[src/rtl/decode_queue.sv]
// decode_queue: RV32I(+M) decoder feeding a DEPTH-entry FIFO of decoded bundles.
// Instructions are decoded in the accept cycle; out_* come only from the head entry's registers.
module decode_queue #(
  parameter int DEPTH = 4,
  parameter bit EN_M  = 1'b0,
  parameter int PC_W  = 32
) (
  input  logic                       clk,
  input  logic                       rst,
  input  logic                       flush,
  input  logic                       in_valid,
  output logic                       in_ready,
  input  logic [31:0]                in_inst,
  input  logic [PC_W-1:0]            in_pc,
  output logic                       out_valid,
  input  logic                       out_ready,
  output logic [PC_W-1:0]            out_pc,
  output logic [4:0]                 out_rs1,
  output logic [4:0]                 out_rs2,
  output logic [4:0]                 out_rd,
  output logic [31:0]                out_imm,
  output logic [5:0]                 out_alu_code,
  output logic                       out_alu_src,
  output logic                       out_reg_write,
  output logic                       out_jal,
  output logic                       out_jalr,
  output logic                       out_branch,
  output logic [1:0]                 out_mem_store,
  output logic [2:0]                 out_mem_load,
  output logic                       out_illegal,
  output logic [$clog2(DEPTH+1)-1:0] count
);
  localparam int CW = $clog2(DEPTH + 1);
  localparam int PW = $clog2(DEPTH);
  localparam logic [CW-1:0] FULL = CW'(DEPTH);
  localparam logic [PW-1:0] LAST = PW'(DEPTH - 1);

  localparam logic [6:0] OPC_LUI = 7'b0110111, OPC_AUIPC = 7'b0010111, OPC_JAL = 7'b1101111;
  localparam logic [6:0] OPC_JALR = 7'b1100111, OPC_BRANCH = 7'b1100011, OPC_LOAD = 7'b0000011;
  localparam logic [6:0] OPC_STORE = 7'b0100011, OPC_OPIMM = 7'b0010011, OPC_OP = 7'b0110011;

  localparam logic [5:0] ALU_NOP = 6'd0, ALU_ADD = 6'd1, ALU_SUB = 6'd2, ALU_SLL = 6'd3;
  localparam logic [5:0] ALU_SLT = 6'd4, ALU_SLTU = 6'd5, ALU_XOR = 6'd6, ALU_SRL = 6'd7;
  localparam logic [5:0] ALU_SRA = 6'd8, ALU_OR = 6'd9, ALU_AND = 6'd10;
  localparam logic [5:0] ALU_BEQ = 6'd11, ALU_BNE = 6'd12, ALU_BLT = 6'd13, ALU_BGE = 6'd14;
  localparam logic [5:0] ALU_BLTU = 6'd15, ALU_BGEU = 6'd16;
  localparam logic [5:0] ALU_LB = 6'd17, ALU_LH = 6'd18, ALU_LW = 6'd19, ALU_LBU = 6'd20;
  localparam logic [5:0] ALU_LHU = 6'd21, ALU_SB = 6'd22, ALU_SH = 6'd23, ALU_SW = 6'd24;
  localparam logic [5:0] ALU_LUI = 6'd25, ALU_JAL = 6'd26, ALU_AUIPC = 6'd27, ALU_JALR = 6'd28;

  typedef struct packed {
    logic [PC_W-1:0] pc;
    logic [4:0]      rs1;
    logic [4:0]      rs2;
    logic [4:0]      rd;
    logic [31:0]     imm;
    logic [5:0]      alu_code;
    logic            alu_src;
    logic            reg_write;
    logic            jal;
    logic            jalr;
    logic            branch;
    logic [1:0]      mem_store;
    logic [2:0]      mem_load;
    logic            illegal;
  } bundle_t;

  // Shared by OP (funct7=0) and OPIMM; shifts get their arithmetic variant separately.
  function automatic logic [5:0] base_code(input logic [2:0] f3);
    case (f3)
      3'b000:  base_code = ALU_ADD;
      3'b001:  base_code = ALU_SLL;
      3'b010:  base_code = ALU_SLT;
      3'b011:  base_code = ALU_SLTU;
      3'b100:  base_code = ALU_XOR;
      3'b101:  base_code = ALU_SRL;
      3'b110:  base_code = ALU_OR;
      default: base_code = ALU_AND;
    endcase
  endfunction

  logic [6:0]  opcode, funct7;
  logic [2:0]  funct3;
  logic [31:0] imm_i, imm_s, imm_b, imm_u, imm_j;
  logic        illegal, writes;
  bundle_t     dec;

  assign opcode = in_inst[6:0];
  assign funct3 = in_inst[14:12];
  assign funct7 = in_inst[31:25];
  assign imm_i  = {{20{in_inst[31]}}, in_inst[31:20]};
  assign imm_s  = {{20{in_inst[31]}}, in_inst[31:25], in_inst[11:7]};
  assign imm_b  = {{19{in_inst[31]}}, in_inst[31], in_inst[7], in_inst[30:25], in_inst[11:8], 1'b0};
  assign imm_u  = {in_inst[31:12], 12'b0};
  assign imm_j  = {{11{in_inst[31]}}, in_inst[31], in_inst[19:12], in_inst[20], in_inst[30:21], 1'b0};

  always_comb begin
    dec           = '0;
    dec.pc        = in_pc;
    dec.rs1       = in_inst[19:15];
    dec.rs2       = in_inst[24:20];
    dec.rd        = in_inst[11:7];
    dec.mem_store = 2'b11;
    dec.mem_load  = 3'b111;
    dec.alu_src   = !(opcode == OPC_OP || opcode == OPC_BRANCH);
    illegal       = (in_inst[1:0] != 2'b11);
    writes        = 1'b0;
    case (opcode)
      OPC_LUI:   begin dec.alu_code = ALU_LUI;   dec.imm = imm_u; writes = 1'b1; end
      OPC_AUIPC: begin dec.alu_code = ALU_AUIPC; dec.imm = imm_u; writes = 1'b1; end
      OPC_JAL:   begin dec.alu_code = ALU_JAL; dec.imm = imm_j; dec.jal = 1'b1; writes = 1'b1; end
      OPC_JALR: begin
        dec.alu_code = ALU_JALR; dec.imm = imm_i; dec.jalr = 1'b1; writes = 1'b1;
        if (funct3 != 3'b000) illegal = 1'b1;
      end
      OPC_BRANCH: begin
        dec.imm = imm_b; dec.branch = 1'b1;
        case (funct3)
          3'b000:  dec.alu_code = ALU_BEQ;
          3'b001:  dec.alu_code = ALU_BNE;
          3'b100:  dec.alu_code = ALU_BLT;
          3'b101:  dec.alu_code = ALU_BGE;
          3'b110:  dec.alu_code = ALU_BLTU;
          3'b111:  dec.alu_code = ALU_BGEU;
          default: illegal = 1'b1;
        endcase
      end
      OPC_LOAD: begin
        dec.imm = imm_i; writes = 1'b1;
        case (funct3)
          3'b000:  begin dec.alu_code = ALU_LB;  dec.mem_load = 3'b000; end
          3'b001:  begin dec.alu_code = ALU_LH;  dec.mem_load = 3'b001; end
          3'b010:  begin dec.alu_code = ALU_LW;  dec.mem_load = 3'b010; end
          3'b100:  begin dec.alu_code = ALU_LBU; dec.mem_load = 3'b011; end
          3'b101:  begin dec.alu_code = ALU_LHU; dec.mem_load = 3'b100; end
          default: illegal = 1'b1;
        endcase
      end
      OPC_STORE: begin
        dec.imm = imm_s;
        case (funct3)
          3'b000:  begin dec.alu_code = ALU_SB; dec.mem_store = 2'b00; end
          3'b001:  begin dec.alu_code = ALU_SH; dec.mem_store = 2'b01; end
          3'b010:  begin dec.alu_code = ALU_SW; dec.mem_store = 2'b10; end
          default: illegal = 1'b1;
        endcase
      end
      OPC_OPIMM: begin
        dec.imm = imm_i; writes = 1'b1;
        if (funct3 == 3'b001 && funct7 != 7'b0000000) illegal = 1'b1;
        else if (funct3 == 3'b101 && funct7 == 7'b0100000) dec.alu_code = ALU_SRA;
        else if (funct3 == 3'b101 && funct7 != 7'b0000000) illegal = 1'b1;
        else dec.alu_code = base_code(funct3);
      end
      OPC_OP: begin
        writes = 1'b1;
        if (funct7 == 7'b0000001) begin
          if (EN_M) dec.alu_code = {3'b101, funct3};
          else illegal = 1'b1;
        end
        else if (funct7 == 7'b0000000) dec.alu_code = base_code(funct3);
        else if (funct7 == 7'b0100000 && funct3 == 3'b000) dec.alu_code = ALU_SUB;
        else if (funct7 == 7'b0100000 && funct3 == 3'b101) dec.alu_code = ALU_SRA;
        else illegal = 1'b1;
      end
      default: illegal = 1'b1;
    endcase
    // An illegal bundle still flows through the queue but must have no side effects.
    if (illegal) begin
      dec.alu_code  = ALU_NOP;
      dec.imm       = '0;
      dec.jal       = 1'b0;
      dec.jalr      = 1'b0;
      dec.branch    = 1'b0;
      dec.mem_store = 2'b11;
      dec.mem_load  = 3'b111;
      writes        = 1'b0;
    end
    dec.illegal   = illegal;
    dec.reg_write = writes && (dec.rd != 5'd0);
  end

  // Transfers happen on an edge where valid && ready; flush suppresses both transfers.
  bundle_t       mem [DEPTH];
  bundle_t       head;
  logic [PW-1:0] wr_ptr, rd_ptr;
  logic          push, pop;

  assign in_ready  = (count < FULL);
  assign out_valid = (count != '0);
  assign push      = in_valid && in_ready && !flush;
  assign pop       = out_valid && out_ready && !flush;

  always_ff @(posedge clk) begin
    if (rst) begin
      wr_ptr <= '0;
      rd_ptr <= '0;
      count  <= '0;
      for (int i = 0; i < DEPTH; i++) mem[i] <= '0;
    end else if (flush) begin
      wr_ptr <= '0;
      rd_ptr <= '0;
      count  <= '0;
    end else begin
      if (push) begin
        mem[wr_ptr] <= dec;
        wr_ptr      <= (wr_ptr == LAST) ? '0 : wr_ptr + 1'b1;
      end
      if (pop) rd_ptr <= (rd_ptr == LAST) ? '0 : rd_ptr + 1'b1;
      case ({push, pop})
        2'b10:   count <= count + 1'b1;
        2'b01:   count <= count - 1'b1;
        default: count <= count;
      endcase
    end
  end

  assign head          = mem[rd_ptr];
  assign out_pc        = head.pc;
  assign out_rs1       = head.rs1;
  assign out_rs2       = head.rs2;
  assign out_rd        = head.rd;
  assign out_imm       = head.imm;
  assign out_alu_code  = head.alu_code;
  assign out_alu_src   = head.alu_src;
  assign out_reg_write = head.reg_write;
  assign out_jal       = head.jal;
  assign out_jalr      = head.jalr;
  assign out_branch    = head.branch;
  assign out_mem_store = head.mem_store;
  assign out_mem_load  = head.mem_load;
  assign out_illegal   = head.illegal;
endmodule
[config.mk]
export PLATFORM = sky130hd
export DESIGN_NAME = decode_queue
export DESIGN_NICKNAME = d
export VERILOG_FILES = /design/src/rtl/decode_queue.sv
export SDC_FILE = /design/constraint.sdc
export NUM_CORES = 1
export LEC_CHECK = 0
export CAP_MARGIN = 20
export CORE_MARGIN = 4
export CORE_UTILIZATION = 45
export CTS_CLUSTER_DIAMETER = 30
export DETAILED_ROUTE_END_ITERATION = 10
export GPL_TIMING_DRIVEN = 0
export MAX_ROUTING_LAYER = met4
export PLACE_DENSITY = 0.75
export SYNTH_ARGS = -nofsm -noshare
export SYNTH_HDL_FRONTEND = slang
export SYNTH_SLANG_ARGS = --single-unit
[constraint.sdc]
create_clock -name clk -period 5.9 [get_ports clk]
set_clock_uncertainty 0.1 [all_clocks]
set_input_delay 1.18 -clock clk [delete_from_list [all_inputs] [get_ports clk]]
set_output_delay 1.18 -clock clk [all_outputs]
set_load 0.02 [all_outputs]
==> results of run 1 <==
[kinds of logic (layout without fill, tap and decap cells)]
group | Yosys count | in the layout | share of synthesized area (%)
compound gates | 80 | 80 | 3.09
xor+xnor | 6 | 6 | 0.297
fa+ha+maj | 12 | 12 | 0.877
buf+inv | 92 | 410 | 2.21
flops | 389 | 389 | 65.5
mux | 96 | 96 | 12.1
other cells | 1 | 3 | 0.0212
simple gates | 516 | 516 | 15.8
[cell type report]
type | instances | area [sq um] | area share (%)
clock buffer | 89 | 2080 | 9.14
antenna | 2 | 5.00 | 0.0220
inverter | 12 | 45.0 | 0.198
sequential | 389 | 11600 | 51.0
timing repair buffer | 173 | 1830 | 8.06
multi-input combinational | 711 | 5750 | 25.3
tap | 518 | 648 | 2.85
buffer | 80 | 345 | 1.52
clock inverter | 56 | 434 | 1.91
[state kept, by name, indices dropped and copies added, names as in the netlist, named ones only]
register,cells
rd_ptr,2
count,3
wr_ptr,2
mem,380
[metrics by stage]
step,hold slack (ns),instances,utilization [%]
finish,0.408,2030,58.7
global placement,0.377,1875,51.6
global route,0.464,2030,58.7
CTS,0.414,2028,58.7
detailed placement,0.389,1883,52.2
floorplan,0.354,1192,-
[routing by layer]
| metal | share of wire [%] | wire, um |
|---|---|---|
| met3 | 9.4 | 4470 |
| met5 | 0 | 0 |
| met1 | 39 | 18300 |
| met4 | 2.7 | 1280 |
| met2 | 49 | 23400 |
[cells in the final DEF (no fill, tap or decap), types with 6 or more instances in the layout]
cell / instances
and3_1: 8
nand2_1: 24
clkbuf_1: 50
dfxtp_1: 9
clkinv_2: 14
nand3_1: 9
clkbuf_16: 82
nor2b_1: 8
edfxtp_1: 380
and2_1: 187
nand2b_1: 6
nor3_1: 27
buf_2: 26
clkinv_1: 10
a21oi_1: 33
nor2_1: 189
ha_1: 10
clkdlybuf4s50_1: 165
or3_1: 7
clkinv_4: 7
nand3b_1: 6
buf_1: 7
mux4_2: 95
clkinvlp_4: 8
inv_6: 11
nand4_1: 7
inv_1: 12
o22ai_1: 7
[power by group through the flow]
stage | clock, mW | sequential (mW) | combinational [mW]
6_report | 4.12 | 3.18 | 0.501
5_1_grt | 4.32 | 3.18 | 0.529
4_1_cts | 4.17 | 3.18 | 0.504
3_5_place_dp | 0 | 3.22 | 0.500
3_3_place_gp | 0 | 3.23 | 0.479
2_1_floorplan | 0 | 3.22 | 0.246
[cells in the mapped netlist (3+ instances only)]
cell,n,area [sq um]
edfxtp_1,380,11400
nor2_1,189,709
and2_1,187,1170
mux4_2,95,2140
clkbuf_1,43,161
a21oi_1,33,165
nor3_1,28,140
buf_2,26,130
nand2_1,24,90.1
inv_1,12,45.0
ha_1,10,125
dfxtp_1,9,180
nand3_1,9,45.0
and3_1,8,50.1
nand2b_1,8,50.1
nor2b_1,8,50.1
buf_1,7,26.3
nand4_1,7,43.8
o22ai_1,7,43.8
or3_1,7,43.8
nand3b_1,6,45.0
a22oi_1,5,37.5
a31oi_1,4,25.0
nor3b_1,4,30.0
buf_4,3,22.5
nand3_2,3,30.0
o21ai_0,3,15.0
or2_2,3,18.8
xnor2_1,3,26.3
xor2_1,3,26.3
[worst reg2reg max path, delay by kind of cell (launching register included)]
family                 cells  cell delay (ns)
flip-flops                 1             0.30
buffers and inverters      3             0.80
AND/OR/NAND/NOR            3             2.02
[worst paths after layout]
check / depth (start not counted) / slack (ns) / endpoint / start
setup / recovery: 5 / 0.90 / out_rs2[0] / flip-flop
hold / removal: 2 / 0.41 / flip-flop / rd_ptr[1]$_SDFFE_PP0P_
setup reg to reg: 6 / 2.33 / mem[1][17]$_SDFFCE_PN0P_ / count[2]$_SDFFE_PP0P_
hold reg to reg: 2 / 0.41 / flip-flop / rd_ptr[1]$_SDFFE_PP0P_
==> results.sh, run 1 <==
export IMPL_yosysUniqueCellTypes=77
export IMPL_tightest_slew_ns=1.05
export IMPL_syn_area_sq_um=17700
export IMPL_cts_buffer_depth=3
export IMPL_power_net_switching_mw=1.83
export IMPL_cts_made_buffers=80
export IMPL_peakVddDrop_mv=0.265
export IMPL_comb_power_share_pct=6.4
export IMPL_n_fill_cell=2966
export IMPL_fin_crit_sh_pct=84.8
export IMPL_worst_path_buf_inv=4
export IMPL_p_int_mw=5.97
export IMPL_clk_pin_slew_ns=0.05
export IMPL_power_mw=7.80
export IMPL_cts_sinks=389
export IMPL_place_area_sq_um=20200
export IMPL_nNetsFinal=1527
export IMPL_clock_root_buffer="clkbuf_16"
export IMPL_min_period_ns=5.00
export IMPL_die_height_um=206
export IMPL_synthCells=1192
export IMPL_use_met2_pct=36.9
export IMPL_cts_setup_buffers=0
export IMPL_cts_tree="done"
export IMPL_arrival_ns=3.72
export IMPL_hold_viol=0
export IMPL_crit_path_max_incr_delay_ns=0.77
export IMPL_seqPwrFrac_pct=40.7
export IMPL_area_delta_synth_final_pct=28.5
export IMPL_wl_per_cell_um=23.3
export IMPL_synth_edf_count=380
export IMPL_outcome="completed"
export IMPL_wl_mm=47.4
export IMPL_ctsHoldBuffers=0
export IMPL_drtIter0Drc=981
export IMPL_swShare_pct=23.5
export IMPL_grt_start_max_net_pins=53
export IMPL_cts_resized=0
export IMPL_hold_class="flip-flop to flip-flop"
export IMPL_grt_pass1_wl_mm=71.1
export IMPL_use_met3_pct=6.14
export IMPL_grt_pass1_vias=11974
export IMPL_relSlewSlack_pct=29.9
export IMPL_yosys_register_bits=389
export IMPL_dp_hpwl_mm=30.9
export IMPL_portBuffers=165
export IMPL_worstPathMaxFanout=10
export IMPL_cap_viol_max_count=0
export IMPL_pre_cts_ws_ns=0.770
export IMPL_htreeDepth=3
export IMPL_async_flop_share_pct=0
export IMPL_busiest_layer="met2"
export IMPL_critPathTopFamily="buffers and inverters"
export IMPL_design_area_sq_um=22700
export IMPL_worst_setup_path_end_kind="primary output"
export IMPL_rsz0062_at_grt="false"
export IMPL_rows=72
export IMPL_grt_ovfl_total=0
export IMPL_ys_seq_area_share_pct=65.5
export IMPL_drtAntennaViolNets=0
export IMPL_antenna_found_initial=2
export IMPL_clockPowerShare_pct=52.8
export IMPL_dr_pass1_iters=5
export IMPL_die_x_um=206
export IMPL_vias=11467
export IMPL_drt_drc_violations_left=0
export IMPL_critPathLaunchType="flip-flop"
export IMPL_synth_ff_type="edfxtp_1"
export IMPL_die_area_sq_um=42600
export IMPL_power_leakage_nw=7.90
export IMPL_synth_nets=1272
export IMPL_drive_gt1_share_pct=19.1
export IMPL_worstPathRequired_ns=4.62
export IMPL_core_area_sq_um=38700
export IMPL_vias_per_cell=5.65
export IMPL_start_util_pct=45.7
export IMPL_cp_slowest_cell="buf_1"
export IMPL_insertion_delay_ns=0.58
export IMPL_gp_congestion=0.903
export IMPL_pin_count=170
export IMPL_use_met1_pct=28.8
export IMPL_fin_ws_ns=0.899
export IMPL_finalMaxSlewViolations=0
export IMPL_max_freq_mhz=200
export IMPL_synth_warnings=0
export IMPL_setup_viol=0
export IMPL_grt_usage_pct=23.0
export IMPL_timing_setup_tns_ns=0
export IMPL_synth_avg_cell_area_sq_um=14.8
export IMPL_powerDensity_nw_per_um2=343
export IMPL_path_cells="clkbuf_1 > buf_1 > buf_2 > mux4_2 > clkdlybuf4s50_1"
export IMPL_worst_setup_path_type="flip-flop to primary output"
No activity file was read; power rests on OpenSTA's default activity.
==> run 2: changes to the inputs <==
Settings changed: PLACE_DENSITY 0.75 to 0.78.
Clock period 5.9 ns to 4.2 ns, I/O delays scaled along.
==> run 2 against run 1 <==
Against the previous run: sequential cell count unchanged; highest routed layer unchanged; critical path depth unchanged; critical endpoint is now out_pc[4]; core utilization increased by 0.37 points; final cell count decreased by 0.59%.
==> results.sh, run 2 (synthesis gave the netlist of run 1 again) <==
export IMPL_cts_resized=11
export IMPL_hold_viol=0
export IMPL_insertion_delay_ns=0.56
export IMPL_rows=72
export IMPL_die_height_um=206
export IMPL_nNetsFinal=1521
export IMPL_drtIter0Drc=961
export IMPL_cts_made_buffers=77
export IMPL_power_leakage_nw=7.98
export IMPL_die_area_sq_um=42600
export IMPL_drive_gt1_share_pct=19.3
export IMPL_ctsHoldBuffers=0
export IMPL_final_util_pct=59.0
export IMPL_grt_usage_pct=23.2
export IMPL_n_fill_cell=2890
export IMPL_cts_setup_buffers=0
export IMPL_relSlewSlack_pct=36.3
export IMPL_rsz0062_at_grt="false"
export IMPL_largest_register="mem"
export IMPL_final_common_cell="edfxtp_1"
export IMPL_hold_path_depth=2
export IMPL_reg2reg_from="count[2]$_SDFFE_PP0P_"
export IMPL_vias_per_cell=5.70
export IMPL_gp_congestion=0.926
export IMPL_worstPathRequired_ns=3.26
export IMPL_powerDensity_nw_per_um2=502
export IMPL_finalMaxSlewViolations=0
export IMPL_wl_per_cell_um=23.6
export IMPL_clock_root_buffer="clkbuf_16"
export IMPL_power_mw=11.5
export IMPL_worstHoldStart="rd_ptr[1]$_SDFFE_PP0P_"
export IMPL_portBuffers=165
export IMPL_final_cell_mix="edfxtp_1, nor2_1, and2_1"
export IMPL_grt_ovfl_total=0
export IMPL_wl_mm=47.7
export IMPL_reg_top3="mem x380, count x3"
export IMPL_outcome="completed"
export IMPL_largest_reg_flops=380
export IMPL_drtAntennaViolNets=0
export IMPL_cap_viol_max_count=0
export IMPL_n_antenna_cell=0
export IMPL_worst_setup_path_type="flip-flop to primary output"
export IMPL_drt_drc_violations_left=0
export IMPL_htreeDepth=3
export IMPL_antenna_found_initial=0
export IMPL_tightest_slew_ns=0.948
export IMPL_dp_hpwl_mm=31.1
export IMPL_r2r_end="mem[1][95]$_SDFFCE_PN0P_"
export IMPL_grt_pass1_wl_mm=71.7
export IMPL_dr_pass1_iters=7
export IMPL_cts_sinks=389
export IMPL_cts_buffer_depth=3
export IMPL_max_freq_mhz=247
export IMPL_arrival_ns=3.11
export IMPL_rrSetupSlack_ns=0.65
export IMPL_grt_start_max_net_pins=57
export IMPL_peakVddDrop_mv=0.339
export IMPL_pin_count=170
export IMPL_core_area_sq_um=38700
export IMPL_worstPathMaxFanout=10
export IMPL_critPathLaunchType="flip-flop"
export IMPL_hold_class="flip-flop to flip-flop"
export IMPL_setup_viol=0
export IMPL_start_util_pct=45.7
export IMPL_min_period_ns=4.05
export IMPL_fin_crit_sh_pct=96.4
export IMPL_area_delta_synth_final_pct=29.3
export IMPL_grt_pass1_vias=11953
export IMPL_worstRegToRegCells=5
export IMPL_vias=11510
export IMPL_worst_setup_path_end_kind="primary output"
export IMPL_die_x_um=206
export IMPL_clk_pin_slew_ns=0.04
export IMPL_cts_tree="done"
## run 2: cell count changes in the layout (fill, tap and decap cells not counted), moves of 5 or more
| cell | change |
|---|---|
| buf_2 | -5 |
| bufinv_16 | +13 |
| clkbuf_1 | -6 |
| clkbuf_2 | +8 |
| inv_6 | -7 |
## run 2: worst max-delay path by stage
stage	startpoint	end	slack (ns)	cells past startpoint
floorplan	flush	mem[0][0]$_SDFFCE_PN0P_	0.67	4
global placement	flush	mem[1][40]$_SDFFCE_PN0P_	-1.43	4
detailed placement	in_inst[14]	mem[1][33]$_SDFFCE_PN0P_	-0.62	10
CTS	flip-flop	out_imm[24]	0.02	4
global route	in_inst[14]	mem[1][37]$_SDFFCE_PN0P_	0.02	10
finish	flip-flop	out_pc[4]	0.15	5
## run 2: power by group
part / internal (mW) / switching [mW] / leakage, nW
logic: 0.290 / 0.407 / 2.64
registers: 4.42 / 0.0407 / 4.03
clock network: 4.33 / 2.00 / 1.30
## run 2: worst max-delay path: stages, from the launching register on
cell and delay [ns]:
dfxtp_1 0.31, clkbuf_1 0.31, clkbuf_2 0.40, buf_1 0.53, mux4_2 0.44, clkdlybuf4s50_1 0.56
## run 2: final cells by class
type                    count  area (sq um)  area share (%)
flip-flops and latches    389         11600            50.7
multi-input cells         711          5750            25.2
clock buffers              88          2030            8.88
repair buffers            170          1770            7.74
clock inverters            50           661            2.89
well taps                 518           648            2.83
plain buffers              80           372            1.62
inverters                  12          45.0           0.197
## run 2: stage by stage
stage               TNS (ns)  worst slack, ns  area [sq um]  hold slack (ns)  instances
floorplan                  0            0.674         17700            0.354       1192
global placement     -452.34            -1.43         20000            0.373       1875
detailed placement    -94.08           -0.620         20100            0.383       1880
CTS                        0           0.0176         22900            0.396       2018
global route               0           0.0181         22900            0.443       2018
finish                     0            0.151         22900            0.393       2018
## run 2: routing by layer
layer	up-vias	routed length [um]	GRT usage, %
met5	-	0	-
li1	5017	-	-
met2	560	23800	37.6
met4	0	1250	7.15
met3	103	4190	4.53
met1	5830	18500	30.0
